`src/rtl/tlul_pkg.sv`:
```
// TL-UL channel types shared by the arbiter and its hosts/device.
package tlul_pkg;

    localparam int TL_AW  = 32;
    localparam int TL_DW  = 32;
    localparam int TL_AIW = 8;
    localparam int TL_DIW = 1;
    localparam int TL_SZW = 2;
    localparam int TL_DBW = TL_DW / 8;

    typedef struct packed {
        logic              a_valid;
        logic [2:0]        a_opcode;
        logic [2:0]        a_param;
        logic [TL_SZW-1:0] a_size;
        logic [TL_AIW-1:0] a_source;
        logic [TL_AW-1:0]  a_address;
        logic [TL_DBW-1:0] a_mask;
        logic [TL_DW-1:0]  a_data;
        logic              d_ready;
    } tl_h2d_t;

    typedef struct packed {
        logic              d_valid;
        logic [2:0]        d_opcode;
        logic [2:0]        d_param;
        logic [TL_SZW-1:0] d_size;
        logic [TL_AIW-1:0] d_source;
        logic [TL_DIW-1:0] d_sink;
        logic [TL_DW-1:0]  d_data;
        logic              d_error;
        logic              a_ready;
    } tl_d2h_t;

endpackage

```
`src/rtl/multicore_pkg.sv`:
```
// Host-index type and the helpers that fold/unfold the host index in a_source/d_source.
package multicore_pkg;

    localparam int NumHostsMax = 16;
    localparam int HostIdxW    = $clog2(NumHostsMax);

    typedef logic [HostIdxW-1:0] host_idx_t;

    function automatic logic [tlul_pkg::TL_AIW-1:0] source_strip(
        input logic [tlul_pkg::TL_AIW-1:0] src, input int unsigned id_w);
        return src & ({tlul_pkg::TL_AIW{1'b1}} >> id_w);
    endfunction

    // Host index occupies the top id_w bits of the device-side source.
    function automatic logic [tlul_pkg::TL_AIW-1:0] compose_source(
        input host_idx_t idx, input logic [tlul_pkg::TL_AIW-1:0] src, input int unsigned id_w);
        logic [tlul_pkg::TL_AIW-1:0] wide;
        wide = {{(tlul_pkg::TL_AIW-HostIdxW){1'b0}}, idx};
        return (wide << (tlul_pkg::TL_AIW - id_w)) | source_strip(src, id_w);
    endfunction

    function automatic host_idx_t source_host(
        input logic [tlul_pkg::TL_AIW-1:0] src, input int unsigned id_w);
        logic [tlul_pkg::TL_AIW-1:0] sh;
        sh = src >> (tlul_pkg::TL_AIW - id_w);
        return sh[HostIdxW-1:0];
    endfunction

endpackage

```
`src/rtl/multicore_rr_arb.sv`:
```
// Combinational round-robin pick starting at ptr; hold forces the grant to hold_idx.
module multicore_rr_arb #(
    parameter int N  = 4,
    parameter int IW = $clog2(N)
) (
    input  logic [N-1:0]  req,
    input  logic [IW-1:0] ptr,
    input  logic          hold,
    input  logic [IW-1:0] hold_idx,
    output logic [N-1:0]  gnt,
    output logic [IW-1:0] gnt_idx,
    output logic          gnt_valid
);

    logic [IW-1:0] cand;

    always_comb begin
        gnt_idx   = '0;
        gnt_valid = 1'b0;
        cand      = '0;
        if (hold) begin
            gnt_idx   = hold_idx;
            gnt_valid = 1'b1;
        end else begin
            // Walk farthest-first so the candidate nearest ptr is written last and wins.
            for (int k = N - 1; k >= 0; k--) begin
                cand = IW'((int'(ptr) + k) % N);
                if (req[cand]) begin
                    gnt_idx   = cand;
                    gnt_valid = 1'b1;
                end
            end
        end
        gnt = gnt_valid ? ({{(N-1){1'b0}}, 1'b1} << gnt_idx) : '0;
    end

endmodule

```
`src/rtl/multicore_tl_arbiter.sv`:
```
// N-to-1 TL-UL arbiter: round-robin A channel with per-host outstanding limit, D routed by source.
module multicore_tl_arbiter
    import tlul_pkg::*;
    import multicore_pkg::*;
#(
    parameter int NumHosts       = 4,
    parameter int MaxOutstanding = 2,
    parameter int HostIdWidth    = $clog2(NumHosts)
) (
    input  logic                    clk_sys_i,
    input  logic                    rst_sys_i,
    input  tl_h2d_t [NumHosts-1:0]  tl_h_i,
    output tl_d2h_t [NumHosts-1:0]  tl_h_o,
    output tl_h2d_t                 tl_d_o,
    input  tl_d2h_t                 tl_d_i,
    output logic                    busy_o,
    output logic                    resp_err_o
);

    typedef logic [HostIdWidth-1:0] idx_t;
    typedef logic [3:0]             cnt_t;
    localparam cnt_t MaxCnt = cnt_t'(MaxOutstanding);

    cnt_t [NumHosts-1:0] cnt_q;
    idx_t                ptr_q, lock_idx_q;
    logic                lock_q;

    logic [NumHosts-1:0] elig, gnt, a_hs, d_hs, d_uflow;
    idx_t                gnt_idx, d_idx;
    logic                gnt_valid, d_mapped, a_fire;

    always_comb begin
        for (int i = 0; i < NumHosts; i++)
            elig[i] = tl_h_i[i].a_valid && (cnt_q[i] < MaxCnt);
    end

    multicore_rr_arb #(.N(NumHosts), .IW(HostIdWidth)) u_arb (
        .req       (elig),
        .ptr       (ptr_q),
        .hold      (lock_q),
        .hold_idx  (lock_idx_q),
        .gnt       (gnt),
        .gnt_idx   (gnt_idx),
        .gnt_valid (gnt_valid)
    );

    assign d_idx    = idx_t'(source_host(tl_d_i.d_source, HostIdWidth));
    assign d_mapped = int'(d_idx) < NumHosts;

    always_comb begin
        tl_d_o          = tl_h_i[gnt_idx];
        tl_d_o.a_valid  = !rst_sys_i && gnt_valid && tl_h_i[gnt_idx].a_valid;
        tl_d_o.a_source = compose_source(host_idx_t'(gnt_idx), tl_h_i[gnt_idx].a_source, HostIdWidth);
        // Unmapped responses are sunk so they cannot wedge the device.
        tl_d_o.d_ready  = rst_sys_i ? 1'b0 : (d_mapped ? tl_h_i[d_idx].d_ready : 1'b1);
    end

    assign a_fire = tl_d_o.a_valid && tl_d_i.a_ready;

    always_comb begin
        for (int i = 0; i < NumHosts; i++) begin
            tl_h_o[i] = '0;
            if (!rst_sys_i && tl_d_i.d_valid && d_mapped && d_idx == idx_t'(i)) begin
                tl_h_o[i]          = tl_d_i;
                tl_h_o[i].d_source = source_strip(tl_d_i.d_source, HostIdWidth);
            end
            tl_h_o[i].a_ready = tl_d_o.a_valid && gnt[i] && tl_d_i.a_ready;
            a_hs[i]    = tl_h_o[i].a_ready;
            d_hs[i]    = tl_h_o[i].d_valid && tl_h_i[i].d_ready;
            d_uflow[i] = d_hs[i] && !a_hs[i] && (cnt_q[i] == '0);
        end
    end

    assign resp_err_o = !rst_sys_i && ((tl_d_i.d_valid && !d_mapped) || |d_uflow);

    always_comb begin
        busy_o = 1'b0;
        for (int i = 0; i < NumHosts; i++)
            busy_o = busy_o | (cnt_q[i] != '0);
    end

    always_ff @(posedge clk_sys_i or posedge rst_sys_i) begin
        if (rst_sys_i) begin
            cnt_q      <= '0;
            ptr_q      <= '0;
            lock_q     <= 1'b0;
            lock_idx_q <= '0;
        end else begin
            lock_q     <= tl_d_o.a_valid && !tl_d_i.a_ready;
            lock_idx_q <= gnt_idx;
            if (a_fire)
                ptr_q <= (gnt_idx == idx_t'(NumHosts - 1)) ? '0 : gnt_idx + 1'b1;
            for (int i = 0; i < NumHosts; i++) begin
                if (a_hs[i] && !d_hs[i])
                    cnt_q[i] <= cnt_q[i] + 1'b1;
                else if (d_hs[i] && !a_hs[i] && cnt_q[i] != '0)
                    cnt_q[i] <= cnt_q[i] - 1'b1;
            end
        end
    end

    // Source bits above the host-index field are dropped, so hosts must keep them zero.
    for (genvar g = 0; g < NumHosts; g++) begin : g_src_chk
        a_src_upper_zero: assert property (@(posedge clk_sys_i) disable iff (rst_sys_i)
            tl_h_i[g].a_valid |-> ((tl_h_i[g].a_source >> (TL_AIW - HostIdWidth)) == '0));
    end

endmodule

```
`config.mk`:
```
export PLATFORM = sky130hd
export DESIGN_NAME = multicore_tl_arbiter
export DESIGN_NICKNAME = d
export VERILOG_FILES = /design/src/rtl/tlul_pkg.sv /design/src/rtl/multicore_pkg.sv /design/src/rtl/multicore_rr_arb.sv /design/src/rtl/multicore_tl_arbiter.sv
export SDC_FILE = /design/constraint.sdc
export NUM_CORES = 1
export LEC_CHECK = 0
export BUFFER_PORTS_ARGS = -buffer_cell sky130_fd_sc_hd__buf_2
export CORE_AREA = 2 2 271 273
export DETAILED_ROUTE_END_ITERATION = 12
export DIE_AREA = 0 0 273 275
export PLACE_DENSITY = 0.4
export SYNTH_ARGS = -nofsm -noshare
export SYNTH_HDL_FRONTEND = slang
export SYNTH_SLANG_ARGS = --single-unit
export TNS_END_PERCENT = 30
```
`constraint.sdc`:
```
create_clock -name clk_sys_i -period 3.9 [get_ports clk_sys_i]
set_input_delay 0 -clock clk_sys_i [delete_from_list [all_inputs] [get_ports clk_sys_i]]
set_output_delay 0 -clock clk_sys_i [all_outputs]
set_load 0.01 [all_outputs]
```
==> results of run 1 <==
[metrics by stage]
step                      area (sq um)  hold slack (ns)  power (uW)
after floorplan                   5570          -0.0183        4910
after global placement           10000            0.211        7810
after detailed placement         10000            0.222        7750
after CTS                        10100           0.0426        8010
after global routing             10100           0.0796        8710
final                            10100          -0.0110        7870
[state kept, by name, indices dropped and copies added (netlist names)]
signal      count
lock_idx_q      2
lock_q          1
cnt_q          16
ptr_q           2
[logic make-up after synthesis]
| group | Yosys count |
|---|---|
| AND/OR/NAND/NOR | 665 |
| AO/OA/AOI/OAI | 113 |
| buffers and inverters | 97 |
| flip-flops | 21 |
| multiplexers | 16 |
| adder cells (fa/ha/maj) | 13 |
| XOR/XNOR | 11 |
| other | 1 |
[report_power, final]
group,switching [uW],internal (uW)
combinational,4470,2730
clock,83.9,140
sequential,123,322
[worst register-to-register path: stages, from the launching register on]
cell	delay [ns]
dfrtp_1	0.38
or4b_4	0.58
o31ai_4	0.27
nor4b_2	0.08
o31a_2	0.38
inv_6	0.09
mux2_4	0.30
o2111a_1	0.26
nand2_2	0.10
ha_1	0.24
a21o_1	0.17
a21o_1	0.19
o21ai_0	0.14
mux2i_1	0.08
or3_1	0.36
[layout make-up]
class | count | area, sq um
Timing Repair Buffer | 704 | 3620
Sequential cell | 21 | 526
Multi-Input combinational cell | 826 | 4650
Clock buffer | 4 | 78.8
Antenna cell | 4 | 10.0
Inverter | 10 | 43.8
Tap cell | 959 | 1200
Fill cell | 8607 | 62200
[Yosys cell counts, types with 2 or more instances]
| library cell | instances | area [sq um] |
|---|---|---|
| nand2_1 | 342 | 1280 |
| and2_1 | 196 | 1230 |
| a31oi_1 | 84 | 526 |
| and3_1 | 83 | 519 |
| clkbuf_1 | 69 | 259 |
| dfrtp_1 | 21 | 526 |
| nor2_1 | 12 | 45.0 |
| buf_4 | 9 | 67.6 |
| ha_1 | 9 | 113 |
| inv_1 | 8 | 30.0 |
| buf_2 | 6 | 30.0 |
| mux2i_1 | 6 | 60.1 |
| nor3_1 | 6 | 30.0 |
| xnor2_1 | 6 | 52.6 |
| a21o_1 | 5 | 37.5 |
| a21oi_1 | 5 | 25.0 |
| xor2_1 | 5 | 43.8 |
| fa_1 | 4 | 80.1 |
| mux2_1 | 4 | 45.0 |
| mux2_4 | 4 | 60.1 |
| nand3_1 | 4 | 20.0 |
| o21ai_0 | 4 | 20.0 |
| o21ai_1 | 4 | 20.0 |
| buf_1 | 2 | 7.51 |
| inv_2 | 2 | 7.51 |
| nor3b_1 | 2 | 15.0 |
| nor4_1 | 2 | 12.5 |
| nor4b_1 | 2 | 17.5 |
| nor4b_2 | 2 | 30.0 |
| or3b_1 | 2 | 17.5 |
| or4_1 | 2 | 15.0 |
| or4b_1 | 2 | 20.0 |
[path summary, 6_finish.rpt]
path / end / slack (ns) / depth (start not counted)
max: cnt_q[15]$_DFFE_PP0P_ / 0.16 / 14
min: cnt_q[8]$_DFFE_PP0P_ / -0.01 / 2
max reg2reg: cnt_q[15]$_DFFE_PP0P_ / 0.16 / 14
min reg2reg: cnt_q[7]$_DFFE_PP0P_ / 0.53 / 1
max in group asynchronous: lock_q$_DFF_PP0_ / 3.35 / 2
min in group clk_sys_i: lock_q$_DFF_PP0_ / 0.14 / 4
[what timing repair did]
action / in CTS / in global routing
gates resized for setup: 0 / 3
setup endpoints to repair: 0 / 2
buffers inserted: 0 / 0
hold buffers: 1 / 0
endpoints found under the hold margin: 1 / 0
[cells in the final DEF, fill, tap and decap left out, drive strengths merged, types with 8 or more instances in the layout]
| cell | instances |
|---|---|
| ha | 9 |
| and2 | 197 |
| and3 | 83 |
| nand2 | 342 |
| inv | 9 |
| o21ai | 8 |
| buf | 703 |
| a31oi | 84 |
| mux2 | 9 |
| nor2 | 12 |
| dfrtp | 21 |
| conb | 8 |
[per-layer routing]
layer	up-vias	share of wire, %	track usage (%)
met2	301	46	14.8
met4	14	0.42	0.719
met3	22	5.7	1.68
met1	3912	48	13.3
li1	4347	-	-
met5	-	0.23	0
==> metrics.yaml, run 1 <==
sta:
  finalSetupTns_ns: 0
  skew_ns: 0.00362
  period_share_pct: 95.9
  slew_viol_final: 0
  rsz0062_at_grt: "no"
  fin_ws_ns: 0.161
  hold_viol: 21
  finalSetupViolCount: 0
  fin_crit_ns: 3.74
  max-slew-margin-rel_pct: 38.7
  tightest_slew_ns: 0.918
  max_freq_ghz: 0.267
  timing.hold.ws_ns: -0.0110
die:
  initial_core_util_pct: 7.62
  dieArea_sq_um: 75100
  core_area_sq_um: 72300
  io_pins: 694
  die_height_um: 275
  die_w_um: 273
  num_rows: 99
placed_design:
  place_ws_ns: 0.129
  gp_congestion: 0.796
  place_inst: 2519
  io_buffer_count: 677
  hpwl_um: 32100
outcome:
  violations: "hold timing"
  outcome: "finished, violations left"
final_layout:
  area_growth_pct: 83.6
  fin_cells: 2528
  drive_gt1_share_pct: 46.6
  fin_nets: 1977
  post-route-util_pct: 14.0
global_routing:
  antenna_found_initial: 14
  grt_max_degree: 167
  grt_remaining_overflow: 0
  grt_pass1_vias: 7832
  grt_pass1_wl_um: 52600
  track_usage_pct: 9.22
routing:
  vias: 8596
  via_per_inst: 3.40
  routed_wl_um: 38700
  ant_nets: 0
  drt_iter0_drc: 384
  avgRoutedWirePerCell_um: 15.3
  drc: 0
  dr.pass1.iters: 4
synth:
  synthSimpleGateAreaFrac_pct: 60.8
  synth-xor-area-share_pct: 1.75
  synthMuxAreaShare_pct: 3.61
  synthArstFlopShare_pct: 100
  synthFlopType: "dfrtp_1"
  seq_area_frac_synth_pct: 9.53
  synth_compound_area_share_pct: 13.3
  synth-edff-count: 0
  ys_types: 55
  netlist_area_sq_um: 5520
  synth_top_family_by_area: "simple AND/OR/NAND/NOR gates"
  synthCells: 937
  syn_avg_cell_area_sq_um: 5.89
  synth_fa_ha_area_share_pct: 3.49
  synth-warning-count: 0
  synth-seq-cells: 21
worst_setup_path:
  cp.arrival_ns: 3.88
  endpoint_kind: "register"
  crit_path_start_kind: "register"
  critPathSlowestCell: "or4b_4"
  critPathMaxFanout: 5
  crit_type: "reg -> reg"
  cp.buffers_inverters: 1
  cp_slowest_stage_delay_ns: 0.58
  cpMostUsedCell: "a21o_1"
  r2r-start: "cnt_q[11]$_DFFE_PP0P_"
  crit_family: "compound AO/OA/AOI/OAI gates"
  crit_chain: "or4b_4, o31ai_4, nor4b_2, o31a_2, inv_6, mux2_4, o2111a_1, nand2_2, ha_1, a21o_1, a21o_1, o21ai_0, mux2i_1, or3_1"
  startpoint: "cnt_q[11]$_DFFE_PP0P_"
  crit_required_ns: 4.04
clock_network:
  cts_max_level: 1
  cts_buffer_depth: 2
  worstSkewPairLatency_ns: 0.26
  cts-root-buf: "clkbuf_16"
  cts_sinks: 21
  clk_pin_slew_worst_paths_ns: 0.06
  cts_tree: "built"
  numCtsBuffers: 3
power_and_ir_drop:
  power.density_nw_per_um2: 777
  p_leak_uw: 0.00567
  peakVddDrop_mv: 1.05
hold_path:
  min_path_type: "in -> async"
run:
  drv_cap: 0
Note: power is estimated with default switching activity, not from simulation.
==> inputs of run 2 (changes only) <==
--- a/config.mk
+++ b/config.mk
@@ -6,10 +6,10 @@
 export NUM_CORES = 1
 export LEC_CHECK = 0
 export BUFFER_PORTS_ARGS = -buffer_cell sky130_fd_sc_hd__buf_2
-export CORE_AREA = 2 2 271 273
+export CORE_AREA = 2 2 270 272
 export DETAILED_ROUTE_END_ITERATION = 12
-export DIE_AREA = 0 0 273 275
-export PLACE_DENSITY = 0.4
+export DIE_AREA = 0 0 272 274
+export PLACE_DENSITY = 0.39
 export SYNTH_ARGS = -nofsm -noshare
 export SYNTH_HDL_FRONTEND = slang
 export SYNTH_SLANG_ARGS = --single-unit
==> constraint.sdc (replaced) <==
create_clock -name clk_sys_i -period 4.1 [get_ports clk_sys_i]
set_input_delay 0 -clock clk_sys_i [delete_from_list [all_inputs] [get_ports clk_sys_i]]
set_output_delay 0 -clock clk_sys_i [all_outputs]
set_load 0.01 [all_outputs]
==> metrics.yaml, run 2 (same netlist as run 1, synthesis figures left out) <==
global_routing:
  use_met2_pct: 15.1  # +0.29 points
  grt_pass1_wl_um: 51600  # -1.8%
  track_usage_pct: 8.95  # -0.26 points
  grt_remaining_overflow: 0  # unchanged
  grt_pass1_vias: 7965  # +1.7%
  antenna_found_initial: 10  # -4
  grt_use_met3_pct: 1.63  # -0.047 points
  grt_max_degree: 129  # -23%
  gr-usage-met1_pct: 12.2  # -1.0 points
  grt.busiest_layer: "met2"
final_layout:
  final_common_cell: "buf_2"
  reg_top3: "cnt_q: 16 flops, lock_idx_q: 2 flops, ptr_q: 2 flops"
  top_register: "cnt_q"
  largest_reg_flops: 16  # unchanged
  fin_nets: 1967  # -0.51%
  design_area_sq_um: 10000  # -1.1%
  drive_gt1_share_pct: 46.1  # -0.54 points
  layout_common_cells: "677 x buf_2, 342 x nand2_1, 196 x and2_1"
  area_growth_pct: 81.6
worst_setup_path:
  crit_type: "reg -> reg"
  cp_slowest_stage_delay_ns: 0.57  # about the same
  endpoint_kind: "register"
  cpMostUsedCell: "a21o_1"
  critPathSlowestCell: "or4b_4"
  cp.buffers_inverters: 1  # unchanged
  crit_path_start_kind: "register"
  crit_chain: "or4b_4, o31ai_2, nor4b_2, o31a_2, inv_6, mux2_4, o2111a_1, nand2_1, ha_1, a21o_1, a21o_1, o21ai_0, mux2i_1, or3_1"
  critPathMaxFanout: 6  # +1
  crit_family: "compound AO/OA/AOI/OAI gates"
  cp.arrival_ns: 4.01  # +0.13 ns
  crit_required_ns: 4.24  # +0.20 ns
sta:
  rsz0062_at_grt: "no"
  period_share_pct: 94.5  # -1.3 points
  fin_crit_ns: 3.88  # +0.137 ns
  finalSetupViolCount: 0  # unchanged
  tightest_slew_ns: 0.922  # +0.00400 ns
  finalSetupTns_ns: 0  # unchanged
  max-slew-margin-rel_pct: 38.4  # -0.27 points
  timing.hold.ws_ns: 0.00459  # +0.0156 ns
  slew_viol_final: 0  # unchanged
  max_freq_ghz: 0.258  # -3.5%
  hold_viol: 0  # -100%
  skew_ns: 0.00471  # +0.00109 ns
power_and_ir_drop:
  p_total_uw: 7350  # -6.7%
  power.density_nw_per_um2: 733  # -5.7%
  p_leak_uw: 0.00561  # -0.99%
  peakVddDrop_mv: 0.550  # -48%
clock_network:
  cts_tree: "built"
  worstSkewPairLatency_ns: 0.26  # about the same
  numCtsBuffers: 3  # unchanged
  clk_pin_slew_worst_paths_ns: 0.06  # about the same
  cts_buffer_depth: 2  # unchanged
  cts_max_level: 1  # unchanged
  cts-root-buf: "clkbuf_16"
  cts_sinks: 21  # unchanged
routing:
  routed_wl_um: 37300  # -3.5%
  dr.pass1.iters: 4  # unchanged
  avgRoutedWirePerCell_um: 14.8  # -3.0%
  vias: 8572  # -0.28%
  drt_iter0_drc: 375  # -2.3%
  via_per_inst: 3.41  # +0.24%
  drc: 0  # unchanged
  ant_nets: 0  # unchanged
placed_design:
  hpwl_um: 31100  # -3.1%
  gp_congestion: 0.762  # -4.2%
  io_buffer_count: 677  # unchanged
  placed_cell_area_sq_um: 9930  # -0.86%
die:
  core_area_sq_um: 72000  # -0.51%
  num_rows: 99  # unchanged
  io_pins: 694  # unchanged
  die_height_um: 274  # -0.36%
  dieArea_sq_um: 74500  # -0.73%
  initial_core_util_pct: 7.66  # +0.039 points
  die_w_um: 272  # -0.37%
outcome:
  outcome: "completed"
hold_path:
  min_path_type: "in -> async"
run:
  drv_cap: 0  # unchanged
==> run 2: changes by cell type in the layout (fill, tap and decap cells not counted), sizes merged <==
cell | previous run | this run
buf | 703 | 693
diode | 4 | 1
==> run 2: timing repair <==
action,in CTS,in global routing
hold buffers,1,0
endpoints found under the setup margin,0,1
gates resized for setup,0,1
endpoints found under the hold margin,1,0
setup buffers,0,0
==> run 2: worst register-to-register path, cell delays in order, from the launching register on <==
cell and delay (ns):
dfrtp_2 0.45, or4b_4 0.57, o31ai_2 0.27, nor4b_2 0.09, o31a_2 0.38, inv_6 0.09, mux2_4 0.30, o2111a_1 0.26
nand2_1 0.13, ha_1 0.25, a21o_1 0.17, a21o_1 0.20, o21ai_0 0.16, mux2i_1 0.08, or3_1 0.37
==> run 2: per-layer routing <==
layer | up-vias | wire (um)
met5 | - | 22
met4 | 4 | 357
met3 | 22 | 2470
met2 | 336 | 17700
met1 | 3892 | 16800
li1 | 4318 | -
==> run 2: path summary, 6_finish.rpt <==
path                                           start                    end  slack, ns  cells after the start
worst max register to register  cnt_q[9]$_DFFE_PP0P_  cnt_q[15]$_DFFE_PP0P_       0.22                     14
min in group clk_sys_i                     rst_sys_i       lock_q$_DFF_PP0_       0.13                      4
worst min-delay path                       rst_sys_i  cnt_q[15]$_DFFE_PP0P_      0.005                      2
worst min register to register  cnt_q[7]$_DFFE_PP0P_   cnt_q[7]$_DFFE_PP0P_       0.52                      1
max in group asynchronous                  rst_sys_i   cnt_q[9]$_DFFE_PP0P_       3.48                      2
worst max-delay path            cnt_q[9]$_DFFE_PP0P_  cnt_q[15]$_DFFE_PP0P_       0.22                     14
==> run 2: where the power goes <==
part           total [uW]  internal, uW  switching [uW]
Combinational        6680          2530            4150
Clock                 217           133            83.7
Sequential            452           307             145
Total                7350          2970            4370
==> run 2: per-stage QoR <==
step	utilization, %	setup slack [ns]	std cells
5_1_grt	13.9	0.0223	2514
6_report	13.9	0.224	2515
4_1_cts	13.9	0.155	2514
3_5_place_dp	13.8	0.163	2509
2_1_floorplan	-	0.0461	944
3_3_place_gp	13.8	0.138	2509
==> run 2: layout make-up <==
| class | count | area (sq um) |
|---|---|---|
| Timing Repair Buffer | 694 | 3540 |
| Antenna cell | 1 | 2.50 |
| Sequential cell | 21 | 527 |
| Tap cell | 959 | 1200 |
| Fill cell | 8504 | 61900 |
| Clock buffer | 4 | 78.8 |
| Inverter | 10 | 43.8 |
| Multi-Input combinational cell | 826 | 4620 |
==> inputs of run 3 (changes only) <==
--- a/config.mk
+++ b/config.mk
@@ -10,6 +10,7 @@
 export DETAILED_ROUTE_END_ITERATION = 12
 export DIE_AREA = 0 0 272 274
 export PLACE_DENSITY = 0.39
+export REMOVE_ABC_BUFFERS = 1
 export SYNTH_ARGS = -nofsm -noshare
 export SYNTH_HDL_FRONTEND = slang
 export SYNTH_SLANG_ARGS = --single-unit
==> metrics.yaml, run 3 (same netlist as run 1, synthesis figures left out) <==
outcome:
  outcome: "finished, violations left"
  violations: "hold timing"
global_routing:
  antenna_found_initial: 10  # unchanged
  grt_max_degree: 167  # +29%
  grt_remaining_overflow: 0  # unchanged
  use_met2_pct: 18.6  # +3.5 points
  grt_pass1_vias: 8261  # +3.7%
  grt_pass1_wl_um: 54100  # +4.8%
  track_usage_pct: 9.76  # +0.81 points
  gr-usage-met1_pct: 11.6  # -0.66 points
  grt.busiest_layer: "met2"
  grt_use_met3_pct: 0.972  # -0.66 points
routing:
  drc: 0  # unchanged
  via_per_inst: 3.52  # +3.2%
  avgRoutedWirePerCell_um: 16.1  # +8.7%
  dr.pass1.iters: 4  # unchanged
  routed_wl_um: 40700  # +9.0%
  drt_iter0_drc: 329  # -12%
  vias: 8867  # +3.4%
  ant_nets: 0  # unchanged
power_and_ir_drop:
  power.density_nw_per_um2: 750  # +2.3%
  p_total_uw: 7540  # +2.6%
  p_leak_uw: 0.00562  # +0.19%
  peakVddDrop_mv: 1.02  # +85%
worst_setup_path:
  critPathMaxFanout: 7  # +1
  rrSetupSlack_ns: 0.25  # +0.02 ns
  r2r-start: "cnt_q[10]$_DFFE_PP0P_"
  crit_end: "cnt_q[15]$_DFFE_PP0P_"
  r2r-end: "cnt_q[15]$_DFFE_PP0P_"
  crit_path_start_kind: "register"
  crit_type: "reg -> reg"
  startpoint: "cnt_q[10]$_DFFE_PP0P_"
  endpoint_kind: "register"
  reg2regPathDepth: 14  # unchanged
  cp.arrival_ns: 3.99  # -0.02 ns
  crit_required_ns: 4.24  # about the same
sta:
  period_share_pct: 94.0  # -0.56 points
  rsz0062_at_grt: "no"
  slew_viol_final: 0  # unchanged
  max_freq_ghz: 0.260  # +0.60%
  max-slew-margin-rel_pct: 33.0  # -5.5 points
  hold_viol: 21  # +21
  skew_ns: 0.00513  # +0.000420 ns
  tightest_slew_ns: 1.01  # +0.0832 ns
  fin_crit_ns: 3.85  # -0.0230 ns
  timing.hold.ws_ns: -0.0252  # -0.0298 ns
  finalSetupViolCount: 0  # unchanged
final_layout:
  design_area_sq_um: 10000  # +0.31%
  reg_top3: "cnt_q: 16 flops, lock_idx_q: 2 flops, ptr_q: 2 flops"
  fin_nets: 1969  # +0.10%
  top_register: "cnt_q"
  drive_gt1_share_pct: 46.3  # +0.20 points
  post-route-util_pct: 14.0  # +0.043 points
  area_growth_pct: 82.2
  final_common_cell: "buf_2"
  layout_common_cells: "677 x buf_2, 342 x nand2_1, 196 x and2_1"
  largest_reg_flops: 16  # unchanged
clock_network:
  cts_tree: "built"
  cts_sinks: 21  # unchanged
  worstSkewPairLatency_ns: 0.26  # about the same
  clk_pin_slew_worst_paths_ns: 0.06  # about the same
  numCtsBuffers: 3  # unchanged
  cts_buffer_depth: 2  # unchanged
  cts_max_level: 1  # unchanged
  cts-root-buf: "clkbuf_16"
die:
  core_area_sq_um: 72000  # unchanged
  io_pins: 694  # unchanged
  dieArea_sq_um: 74500  # unchanged
  initial_core_util_pct: 7.66  # unchanged
  die_w_um: 272  # unchanged
  num_rows: 99  # unchanged
  die_height_um: 274  # unchanged
hold_path:
  min_path_type: "in -> async"
placed_design:
  io_buffer_count: 677  # unchanged
  gp_congestion: 0.801  # +5.1%
  hpwl_um: 34300  # +10%
  placed_cell_area_sq_um: 9930  # about the same
run:
  drv_cap: 0  # unchanged
## run 3: repair_timing
| action | 4_1_cts | 5_1_grt |
|---|---|---|
| setup endpoints to repair | 0 | 5 |
| endpoints found under the hold margin | 1 | 0 |
| setup buffers | 0 | 0 |
| hold buffers | 1 | 0 |
| resized for setup | 0 | 2 |
## run 3: per-layer routing
| layer | wire [um] | vias up |
|---|---|---|
| li1 | - | 4330 |
| met1 | 16100 | 3994 |
| met2 | 20600 | 488 |
| met3 | 2730 | 49 |
| met4 | 1190 | 6 |
| met5 | 31 | - |
## run 3: metrics by stage
| step | worst slack [ns] | TNS [ns] | hold WS (ns) | std cells |
|---|---|---|---|---|
| global placement | 0.169 | 0 | 0.208 | 2511 |
| finish | 0.247 | 0 | -0.0252 | 2522 |
| CTS | 0.196 | 0 | 0.0334 | 2516 |
| global route | 0.0166 | 0 | 0.0662 | 2519 |
| floorplan | -4.95 | -308.54 | -0.0183 | 857 |
| detailed placement | 0.203 | 0 | 0.211 | 2511 |
## run 3: how the worst min path moves through the flow
stage | slack [ns] | from | endpoint
after detailed placement | 0.21 | tl_d_i[0] | lock_q$_DFF_PP0_
final | -0.03 | rst_sys_i | cnt_q[2]$_DFFE_PP0P_
after global routing | 0.07 | rst_sys_i | cnt_q[2]$_DFFE_PP0P_
after CTS | 0.03 | rst_sys_i | cnt_q[8]$_DFFE_PP0P_
after floorplan | -0.02 | rst_sys_i | cnt_q[0]$_DFFE_PP0P_
after global placement | 0.21 | tl_d_i[0] | lock_q$_DFF_PP0_
## run 3: power breakdown
part | switching [uW] | internal [uW]
sequential | 136 | 306
combinational | 4350 | 2540
clock | 82.4 | 131
## run 3: cell type report
type / instances / area [sq um]
clock inverter: 1 / 5.00
tap: 959 / 1200
timing repair buffer: 696 / 3550
antenna: 6 / 15.0
multi-input combinational: 826 / 4640
fill: 8490 / 61900
inverter: 10 / 43.8
clock buffer: 3 / 75.1
sequential: 21 / 526
## run 3: critical path: stages, from the launching register on
cell,delay [ns]
dfrtp_1,0.43
or4b_4,0.56
o31ai_2,0.27
nor4b_2,0.09
o31a_2,0.43
inv_6,0.09
mux2_4,0.30
o2111a_1,0.25
nand2_1,0.11
ha_1,0.24
a21o_1,0.17
a21o_1,0.20
o21ai_0,0.14
mux2i_1,0.08
or3_1,0.36
